`config.mk`:
```
export PLATFORM = sky130hd
export DESIGN_NAME = mem_access_stage
export DESIGN_NICKNAME = d
export VERILOG_FILES = /design/src/rtl/mem_access_stage.sv
export SDC_FILE = /design/constraint.sdc
export NUM_CORES = 1
export LEC_CHECK = 0
export CAP_MARGIN = 20
export CORE_ASPECT_RATIO = 1.4
export CORE_MARGIN = 2
export CORE_UTILIZATION = 40
export CTS_CLUSTER_DIAMETER = 200
export DETAILED_ROUTE_END_ITERATION = 8
export PLACE_DENSITY = 0.73
export SLEW_MARGIN = 10
export SYNTH_ARGS = -nofsm -noshare
export SYNTH_HDL_FRONTEND = slang
export SYNTH_SLANG_ARGS = --single-unit
```
`constraint.sdc`:
```
create_clock -name clk -period 9.3 [get_ports clk]
set_clock_uncertainty 0.05 [all_clocks]
set_input_delay 2.79 -clock clk [delete_from_list [all_inputs] [get_ports clk]]
set_output_delay 2.79 -clock clk [all_outputs]
set_load 0.05 [all_outputs]
```
`src/rtl/mem_access_stage.sv`:
```
// mem_access_stage: memory-access stage between EX and WB of the multi-cycle core.
// Accepts an ALU_kick_up pulse and captures the operands. Performs at most one load or
// store over a req/ack data-memory port. Then reports the result to write-back with a
// one-cycle MEM_kick_up pulse.
// Optional feature: define MEM_MISALIGN_TRAP_EN to add the MEM_fault output. With it,
// misaligned half/word accesses are trapped instead of issued.
module mem_access_stage #(
    parameter int WAIT_LIMIT = 16
) (
    input  logic        clk,
    input  logic        reset,
    input  logic        ALU_kick_up,
    input  logic [31:0] ALU_result,
    input  logic [31:0] reg_read_data_2,
    input  logic        Controller_memread,
    input  logic        Controller_memwrite,
    input  logic [2:0]  Controller_memsize,
    output logic        dmem_req,
    output logic        dmem_we,
    output logic [31:0] dmem_addr,
    output logic [3:0]  dmem_be,
    output logic [31:0] dmem_wdata,
    input  logic        dmem_ack,
    input  logic [31:0] dmem_rdata,
    output logic [31:0] MEM_result,
    output logic        MEM_kick_up,
`ifdef MEM_MISALIGN_TRAP_EN
    output logic        MEM_fault,
`endif
    output logic        MEM_busy
);

    localparam int CNT_W = (WAIT_LIMIT > 1) ? $clog2(WAIT_LIMIT) : 1;
    localparam logic [CNT_W-1:0] CNT_LAST = CNT_W'(WAIT_LIMIT - 1);

    typedef enum logic [1:0] {IDLE, REQ, DONE} state_t;
    typedef enum logic [1:0] {SZ_B, SZ_H, SZ_W} kind_t;

    // Access width from funct3; any undefined code behaves as a full word.
    function automatic kind_t size_kind(input logic [2:0] sz);
        case (sz)
            3'b000, 3'b100: size_kind = SZ_B;
            3'b001, 3'b101: size_kind = SZ_H;
            default:        size_kind = SZ_W;
        endcase
    endfunction

    state_t           state_reg, state_next;
    logic [CNT_W-1:0] wait_cnt_reg, wait_cnt_next;
    logic [31:0]      result_reg, result_next;
    logic [31:0]      addr_reg;
    logic [31:0]      data_reg;
    logic [2:0]       size_reg;
    logic             write_reg;
    logic             mem_op_in;
    logic             in_req;
    logic [7:0]       rd_byte [4];
    logic [7:0]       sel_byte;
    logic [15:0]      sel_half;
    logic [31:0]      load_data;
`ifdef MEM_MISALIGN_TRAP_EN
    logic             fault_reg, fault_next;
    logic             misalign_in;
`endif

    assign mem_op_in = Controller_memread | Controller_memwrite;
    assign in_req    = (state_reg == REQ);

`ifdef MEM_MISALIGN_TRAP_EN
    // Half needs an even address, word needs a 4-byte aligned one; bytes never trap.
    always_comb begin
        misalign_in = 1'b0;
        if (mem_op_in) begin
            case (size_kind(Controller_memsize))
                SZ_H:    misalign_in = ALU_result[0];
                SZ_W:    misalign_in = (ALU_result[1:0] != 2'b00);
                default: misalign_in = 1'b0;
            endcase
        end
    end
`endif

    // Read-data lanes, one byte per lane.
    generate
        for (genvar gi = 0; gi < 4; gi++) begin : g_rd_lane
            assign rd_byte[gi] = dmem_rdata[8*gi +: 8];
        end
    endgenerate

    // Pick the addressed lane and extend it to 32 bits.
    always_comb begin
        sel_byte  = rd_byte[addr_reg[1:0]];
        sel_half  = addr_reg[1] ? dmem_rdata[31:16] : dmem_rdata[15:0];
        load_data = dmem_rdata;
        case (size_kind(size_reg))
            SZ_B:    load_data = size_reg[2] ? {24'h0, sel_byte} : {{24{sel_byte[7]}}, sel_byte};
            SZ_H:    load_data = size_reg[2] ? {16'h0, sel_half} : {{16{sel_half[15]}}, sel_half};
            default: load_data = dmem_rdata;
        endcase
    end

    // Memory-port outputs are driven only while the request is outstanding.
    always_comb begin
        dmem_req   = in_req;
        dmem_we    = in_req & write_reg;
        dmem_addr  = 32'h0;
        dmem_be    = 4'b0000;
        dmem_wdata = 32'h0;
        if (in_req) begin
            dmem_addr = {addr_reg[31:2], 2'b00};
            case (size_kind(size_reg))
                SZ_B: begin
                    dmem_be    = 4'b0001 << addr_reg[1:0];
                    dmem_wdata = {4{data_reg[7:0]}};
                end
                SZ_H: begin
                    dmem_be    = addr_reg[1] ? 4'b1100 : 4'b0011;
                    dmem_wdata = {2{data_reg[15:0]}};
                end
                default: begin
                    dmem_be    = 4'b1111;
                    dmem_wdata = data_reg;
                end
            endcase
        end
    end

    // Operand capture on an accepted kick; inputs are ignored at all other times.
    always_ff @(posedge clk or posedge reset) begin
        if (reset) begin
            addr_reg  <= 32'h0;
            data_reg  <= 32'h0;
            size_reg  <= 3'b000;
            write_reg <= 1'b0;
        end else if (state_reg == IDLE && ALU_kick_up) begin
            addr_reg  <= ALU_result;
            data_reg  <= reg_read_data_2;
            size_reg  <= Controller_memsize;
            write_reg <= Controller_memwrite;
        end
    end

    // Next-state, wait counter and result selection for the IDLE/REQ/DONE sequence.
    always_comb begin
        state_next    = state_reg;
        wait_cnt_next = wait_cnt_reg;
        result_next   = result_reg;
`ifdef MEM_MISALIGN_TRAP_EN
        fault_next    = fault_reg;
`endif
        case (state_reg)
            IDLE: begin
                wait_cnt_next = '0;
                if (ALU_kick_up) begin
                    if (mem_op_in) begin
                        state_next = REQ;
                    end else begin
                        state_next  = DONE;
                        result_next = ALU_result;
`ifdef MEM_MISALIGN_TRAP_EN
                        fault_next  = 1'b0;
`endif
                    end
`ifdef MEM_MISALIGN_TRAP_EN
                    if (misalign_in) begin
                        state_next  = DONE;
                        result_next = 32'h0;
                        fault_next  = 1'b1;
                    end
`endif
                end
            end
            REQ: begin
                if (dmem_ack) begin
                    state_next  = DONE;
                    result_next = write_reg ? 32'h0 : load_data;
`ifdef MEM_MISALIGN_TRAP_EN
                    fault_next  = 1'b0;
`endif
                end else if (wait_cnt_reg == CNT_LAST) begin
                    state_next  = DONE;
                    result_next = 32'h0;
`ifdef MEM_MISALIGN_TRAP_EN
                    fault_next  = 1'b1;
`endif
                end else begin
                    wait_cnt_next = wait_cnt_reg + 1'b1;
                end
            end
            DONE: begin
                state_next = IDLE;
            end
            default: begin
                state_next = IDLE;
            end
        endcase
    end

    // State, wait counter and held result registers.
    always_ff @(posedge clk or posedge reset) begin
        if (reset) begin
            state_reg    <= IDLE;
            wait_cnt_reg <= '0;
            result_reg   <= 32'h0;
`ifdef MEM_MISALIGN_TRAP_EN
            fault_reg    <= 1'b0;
`endif
        end else begin
            state_reg    <= state_next;
            wait_cnt_reg <= wait_cnt_next;
            result_reg   <= result_next;
`ifdef MEM_MISALIGN_TRAP_EN
            fault_reg    <= fault_next;
`endif
        end
    end

    assign MEM_result  = result_reg;
    assign MEM_kick_up = (state_reg == DONE);
    assign MEM_busy    = in_req;
`ifdef MEM_MISALIGN_TRAP_EN
    assign MEM_fault   = fault_reg;
`endif

endmodule

```
Yosys cells after proc, flatten, opt, wreduce, memory -nomap -nowiden. Index checks and enable logic that the tools add are counted.

Flip-flop bits (word level): 106. Input port bits: 105. Output and inout bits: 104. Logic and storage cells: 66.

Eq/ne operators: 13. Mux-type cells: 29. Reductions and logical operators: 11. Shift operators: 1. Bitwise gates (word level): 3. Magnitude comparators: 1. Add/sub/neg operators: 1.

Operators with widths (count): 32-bit two-way mux (9); 32-bit case mux with 2 select lines (3); 8-bit binary-select mux with 2-bit select (1); 16-bit two-way mux (1); 4-bit two-way mux (4); 8-bit two-way mux (2); 4-bit case mux with 2 select lines (2); 2-bit two-way mux (5); 2-bit inequality test, second input constant (4); 2-bit case mux with 2 select lines (2); 2-bit by 1-bit equality test with 1-bit output, second input constant (3); 3-bit equality test, second input constant (2); 2-bit zero test (3); 4-bit by 1-bit adder with 4-bit output, second input constant (1); 4-bit equality test, second input constant (1); 4-bit AND reduction (1); 2-bit OR reduction (2); 1-bit by 2-bit << shifter with 4-bit output, first input constant (1); 3-bit by 1-bit equality test with 1-bit output, second input constant (1); 3-bit >= comparator, second input constant (1); 3-bit zero test (1); 3-bit by 2-bit inequality test with 1-bit output, second input constant (1); 2-bit inverter with 3-bit output (1); 3-bit AND reduction (1); other kinds (6) (6).

Depth between registers and ports, before layout.
Depth after elaboration: 9. Depth in mapped cells: 10. Gate-level depth less buffers: 7.

Worst setup path before layout. No wires, ideal clock.

Path kind: reg-to-output. Start: reg size_reg[1]. End: out dmem_wdata[24]. Path buffers: 3. Data arrival time: 1.868 ns. Data required time: 6.460 ns. Cell stages (with the launch flop): 6. Setup slack: 4.592 ns. Cells stage by stage: dfrtp_1 > clkbuf_1 > clkbuf_1 > clkbuf_1 > a21oi_1 > nor2_1.

Cells in the longest elaborated chain, start to end: 7. Elaborated cells on any way between the ends: 12. Classes of those cells: eq/ne: 4; mux: 4; reduce/logical: 4.

Ends and longest elaborated chain: from (decl) (line 53) `logic [2:0] size_reg;`; from (signal assigned) (line 138) `size_reg <= Controller_memsize;`; 3-bit by 1-bit equality test with 1-bit output (tied with other cells) (line 41) `case (sz)`; 2-bit OR reduction (line 41); 2-bit case mux with 2 select lines (*) (line 41); 2-bit two-way mux (*) (line 109) `if (in_req) begin`; 2-bit by 1-bit equality test with 1-bit output / 2-bit zero test (equally long branches) (line 111) `case (size_kind(size_reg))`; 32-bit case mux with 2 select lines (*) (line 111); 32-bit two-way mux (*) (line 109); to (decl) (line 22) `output logic [31:0] dmem_wdata,`.

Mark *: on every way between the ends. The rest lies on a longest branch, timed or not. The select of a mux whose other input is x is not followed.

Final worst setup path.
Start: reg state_reg[1]. End: out dmem_addr[14].

Cells in the longest elaborated chain, start to end: 2.

Ends and longest elaborated chain: from (decl) (line 48) `state_t state_reg, state_next;`; from (signal assigned) (line 209) `state_reg <= state_next;`; 2-bit by 1-bit equality test with 1-bit output (line 67) `assign in_req = (state_reg == REQ);`; 32-bit two-way mux (line 109); to (decl) (line 20) `output logic [31:0] dmem_addr,`.

No other way between the ends.

==> results.toml <==
[status]
status = "finished clean"

[clock_network]
cts_tree = "built"
cts-buffers-inserted = 9
post_cts_buffers = 0
ctsRootBufferMaster = "clkbuf_16"
clock_sinks = 106
h-tree-depth = 3
ctsResizeCount = 0
clockBufferDepth = 2
clk_pin_slew_ps = 70
cts_hold_buffers = 0
clk_latency_ps = 350

[timing]
grt_setup_unrepaired = "no"
maxSlewViolCount = 0
relSlewSlack_pct = 29.3
tightest_slew_ps = 1060
finalSetupViolations = 0
final-hold-violation-count = 0
fin_crit_sh_pct = 62.2
setup_tns_ps = 0
fin_crit_ps = 5790
fmax_mhz = 173

[logic_synthesis]
synthAdderAreaFrac_pct = 0.223
yosys.area_share.simple_pct = 15.3
synth_xor_area_share_pct = 0
ys_seq_elements = 106
syn_area_mm2 = 0.00561
synth_compound_area_share_pct = 13.3
muxShareOfSynthArea_pct = 19.0
synth_top_family_by_area = "multiplexers"
ys_types = 43
ys_warn_count = 0
syn_area_per_cell_um2 = 10.1
ys_seq_area_share_pct = 47.3
synth_cells = 558

[floorplanning]
die_area_mm2 = 0.0150
die_w_um = 104
io_pins = 209
coreArea_mm2 = 0.0138
initial_core_util_pct = 40.7
core.rowCount = 51
die_h_um = 144

[routing]
vias = 4952
first_iter_violations = 480
firstDrtPassIters = 5
ant_nets = 0
post_drt_wl_per_cell_um = 18.8
wirelength_um = 17400
drcViolationCount = 0
via_per_inst = 5.35

[grt]
gr-total-overflow = 0
antenna_found_initial = 1
globalRouteTotalUtil_pct = 23.0
grt_pass1_vias = 4991
grt_max_degree = 73
grt_pass1_wl_um = 27100

[place]
place_hpwl_um = 12800
dp.cells = 909
place_congestion = 0.947
numPortBuffers = 206

[power]
power_density_mw_per_mm2 = 384
ir_worst_vdd_mv = 0.216
p_leak_nw = 3.23

[setup_path]
critPathKind = "flip-flop to output pin"
critical_path.max_fanout = 47
cp_data_arrival_time_ps = 2950
slowest_delay_ps = 810
cp_slowest_cell = "clkdlybuf4s50_1"
cp.buffers_inverters = 2
cp-end-kind = "output pin"
crit_family = "buffers and inverters"
r2r_slack_ps = 6070
cp-start-kind = "flip-flop"
required_ps = 6460
critical_path.cell_chain = "nand2b_4, inv_2, and2_1, clkdlybuf4s50_1"

[cells_and_area]
syn_to_final_growth_pct = 42.7
final_cells = 926
layout_commonest_cell = "clkdlybuf4s50_1"
final_layout_size_suffix_gt1_share_pct = 13.1
fillCellCount = 1222
fin_util_pct = 58.1
finalNetCount = 841
final_cell_mix = "206 x clkdlybuf4s50_1, 106 x dfrtp_1, 68 x mux2_2, 61 x nor2_1, 49 x a21oi_1"

[min_path]
min_path_type = "flip-flop to flip-flop"

[run]
maxCapViolCount = 0
==> worst register-to-register path: cells and delay by family (launching register included) <==
family	cells	cell delay [ps]
AOI/OAI and AO/OA	1	220
buffers and inverters	1	450
and+or+nand+nor	4	1840
DFF	1	490
==> cell usage after synthesis (all sizes together) <==
library cell  count  area (µm²)
o221ai            5        43.8
inv               6        25.0
or2               1        6.26
a31oi             1        6.26
o22ai             3        18.8
nor3              2        10.0
clkbuf           20        75.1
nor4              1        12.5
a32o              1        10.0
mux2i            30         300
nor2b             4        25.0
o211ai            2        15.0
o31a              1        8.76
a31o              1        8.76
nand2            39         146
nand3            19        95.1
o21bai            1        7.51
ha                1        12.5
nand2b            2        20.0
or3               1        6.26
o41ai             1        8.76
and2             40         250
nand4bb           1        11.3
o21ai            32         160
a211oi            3        22.5
nor2             62         235
a32oi             5        43.8
nand3b            1        11.3
a21oi            49         245
mux2             68         766
dfrtp           106        2650
a22o              2        17.5
a22oi            17         128
buf              25         171
conb              1        3.75
nor3b             4        30.0
==> logic make-up (layout without fill, tap and decap cells) <==
family | count (synthesis) | after routing
fa+ha+maj | 1 | 1
simple gates | 177 | 177
mux | 98 | 98
other cells | 1 | 3
flops | 106 | 106
compound gates | 124 | 124
buf+inv | 51 | 232
==> metal layers <==
| metal | vias to the layer above | track usage, % | part of all wire [%] | routed length [µm] |
|---|---|---|---|---|
| met5 | - | 0 | 0 | 0 |
| met4 | 0 | 8.53 | 2.2 | 388 |
| met3 | 24 | 5.32 | 6.3 | 1100 |
| met2 | 193 | 40.4 | 52 | 9010 |
| met1 | 2427 | 27.6 | 40 | 6930 |
| li1 | 2308 | - | - | - |
==> area by class of cell <==
type / count / area (µm²) / area share (%)
antenna: 1 / 2.50 / 0.0313
clock buffer: 11 / 243 / 3.03
sequential: 106 / 2650 / 33.1
timing repair buffer: 210 / 2090 / 26.1
inverter: 6 / 27.5 / 0.344
multi-input combinational: 402 / 2700 / 33.7
tap: 185 / 231 / 2.89
clock inverter: 5 / 60.1 / 0.750
==> through the flow <==
step	setup WS [ps]	hold WS [ps]	power, mW	cell area [µm²]
global placement	3950	416	2.65	7700
floorplan	3670	422	2.14	5610
global route	3300	459	3.25	8000
detailed placement	3850	420	2.69	7700
finish	3510	436	3.07	8000
CTS	3460	443	3.09	8000
==> worst paths after layout <==
path | cells after the start | to | start
worst max-delay path | 4 | dmem_addr[14] | state_reg[1]$_DFFE_PP0P_
worst min-delay path | 2 | MEM_result[2]$_DFFE_PP0P_ | MEM_result[2]$_DFFE_PP0P_
worst max register to register | 6 | MEM_result[31]$_DFFE_PP0P_ | state_reg[1]$_DFFE_PP0P_
worst min register to register | 2 | MEM_result[2]$_DFFE_PP0P_ | MEM_result[2]$_DFFE_PP0P_
max in group asynchronous | 3 | data_reg[6]$_DFFE_PP0P_ | reset
min in group asynchronous | 2 | addr_reg[30]$_DFFE_PP0P_ | reset
==> where the power goes <==
part           switching (mW)  total (mW)  leakage (nW)  internal [mW]
registers               0.171       0.848          1.27          0.677
logic                    1.15        1.83          1.81          0.684
clock network           0.173       0.391         0.147          0.218
total                    1.49        3.07          3.23           1.58
Note: power is estimated with default switching activity, not from simulation.
==> patch (same flow settings) <==
`result_reg` no longer has a reset.
--- a/src/rtl/mem_access_stage.sv
+++ b/src/rtl/mem_access_stage.sv
@@ -201,18 +201,20 @@
         if (reset) begin
             state_reg    <= IDLE;
             wait_cnt_reg <= '0;
-            result_reg   <= 32'h0;
 `ifdef MEM_MISALIGN_TRAP_EN
             fault_reg    <= 1'b0;
 `endif
         end else begin
             state_reg    <= state_next;
             wait_cnt_reg <= wait_cnt_next;
-            result_reg   <= result_next;
 `ifdef MEM_MISALIGN_TRAP_EN
             fault_reg    <= fault_next;
 `endif
         end
+    end
+
+    always_ff @(posedge clk) begin
+        result_reg <= result_next;
     end
 
     assign MEM_result  = result_reg;
Function: changed (Yosys sat finds a counterexample within 4 cycles, from zero or initial values and one cycle with reset high).
==> patch against the unedited design <==
Critical path depth is 3 higher. Synthesized area is 0.42% higher. Sequential cell count stayed put. Utilization is 0.27 points higher. Worst setup slack worse by 0.52 ns. Wire length is 2.6% lower. Design area is 0.92% higher. First-iteration DRC count is 37% lower. Total power is 29% lower. Clock power is 7.9% lower. Global-route usage is 0.86 points lower. Critical path type unchanged. Largest cell class is now sequential cells.
==> patch: results (changes against the unedited design) <==
status complete, no violations (unchanged); Hold Slack 0.447 ns (was 0.436 ns); mux share of post-synthesis cell area 21.2% (was 19.0%); Detail Route met2 WL 8420 um (was 9010 um); xor and xnor area share after synthesis 0% (unchanged); Reg2Reg Depth 5 (was 6); Leak 3.16 nW (was 3.23 nW); fillers 1172 (was 1222); slew margin rel. 34.9% (was 29.3%); worst reg2reg path endpoint MEM_result[21] (was MEM_result[31]); share of cells above drive strength 1 16.7% (was 13.1%); Synth Area in Compound Gates 12.3% (was 13.3%); initial DRC count 301 (was 480); synthesis-to-layout area growth 43.4% (was 42.7%); Max-Cap Viols 0 (unchanged); ant diodes 0 (was 1); routability cong. 0.819 (was 0.947); adder-cell share of the synthesized area 0.222% (was 0.223%); # nets final 784 (was 841); register area share after synthesis 49.9% (was 47.3%); metal3 WL 1240 um (was 1100 um); worst hold path startpoint addr_reg[16] (was MEM_result[2]); worst reg2reg setup slack 6.73 ns (was 6.07 ns); first-pass GRT wire length 25800 um (was 27100 um); ranking of synthesized cells by area dfrtp_1 33%, edfxtp_1 17%, mux2_2 15% (was dfrtp_1 47%, mux2_2 14%, mux2i_1 5.4%); Psw 0.920 mW (was 1.49 mW); Post-synth top cells 75 x mux2_2, 74 x dfrtp_1, 41 x nand2_1 (was 106 x dfrtp_1, 68 x mux2_2, 61 x nor2_1); Post-synth EDFFs 32 (was 0); Hold Path End addr_reg[16] (was MEM_result[2]); CP Max Fanout 67 (was 47); Post-DP Area 0.00778 mm2 (was 0.00770 mm2); hold depth 1 (was 2); Post-Route WL 17000 um (was 17400 um); antenna violations before repair 0 (was 1); VDD IR max 172 uV (was 216 uV); largest net degree at the start of global routing 75 (was 73); Worst-path clk slew 0.07 ns (about the same); GRT Resource Usage Total 22.1% (was 23.0%); Metal-1 WL 6620 um (was 6930 um); HPWL after DPL 12300 um (was 12800 um); vias in the first global route 4793 (was 4991)
## patch: changes by cell type after synthesis, sizes merged, moves of 19 or more
| cell | delta |
|---|---|
| a21oi | -24 |
| edfxtp | +32 |
| dfrtp | -32 |
| nand3 | -19 |
| a221o | +22 |
| nor2 | -25 |
## patch: logic make-up after synthesis
kind of cell / after synthesis
compound gates: 98
flops: 106
simple gates: 133
fa+ha+maj: 1
mux: 100
buf+inv: 56
other cells: 1
## patch: per-stage QoR
step,instances,worst slack [ns]
2_1_floorplan,496,4.18
3_3_place_gp,851,3.50
3_5_place_dp,851,3.33
4_1_cts,867,2.95
5_1_grt,868,2.75
6_report,868,2.99
## patch: cell type report
class | instances | area share, %
clock buffer | 11 | 3.00
timing repair buffer | 213 | 26.3
sequential | 106 | 34.8
tap | 185 | 2.87
multi-input combinational | 334 | 31.8
clock inverter | 5 | 0.465
inverter | 14 | 0.666
## patch: critical path: stages, from the launching register on
cell and delay (ns):
dfrtp_1 0.48, nand2b_4 0.18, buf_4 0.30, inv_1 0.56, buf_4 0.35, o21ai_0 0.16
a21oi_1 0.18, clkdlybuf4s50_1 0.83
## patch: metal layers
layer / track usage [%] / vias up
li1: - / 2155
met1: 25.9 / 2256
met2: 38.5 / 241
met3: 4.64 / 38
met4: 11.3 / 0
met5: 0 / -
## patch: power groups by stage
stage / Clock (mW) / Sequential, mW / Combinational, mW
finish: 0.360 / 0.742 / 1.06
global placement: 0 / 0.745 / 1.04
detailed placement: 0 / 0.752 / 1.06
floorplan: 0 / 0.755 / 0.721
CTS: 0.371 / 0.744 / 1.06
global route: 0.391 / 0.763 / 1.13
## patch: worst max-delay path by stage
stage            startpoint             to  slack, ns  depth (start not counted)
2_1_floorplan   ALU_kick_up  MEM_result[0]       4.18                          3
3_3_place_gp   state_reg[1]     dmem_be[1]       3.50                          7
3_5_place_dp   state_reg[1]     dmem_be[1]       3.33                          7
4_1_cts        state_reg[1]     dmem_be[1]       2.95                          7
5_1_grt        state_reg[1]     dmem_be[1]       2.75                          7
6_report       state_reg[1]     dmem_be[1]       2.99                          7
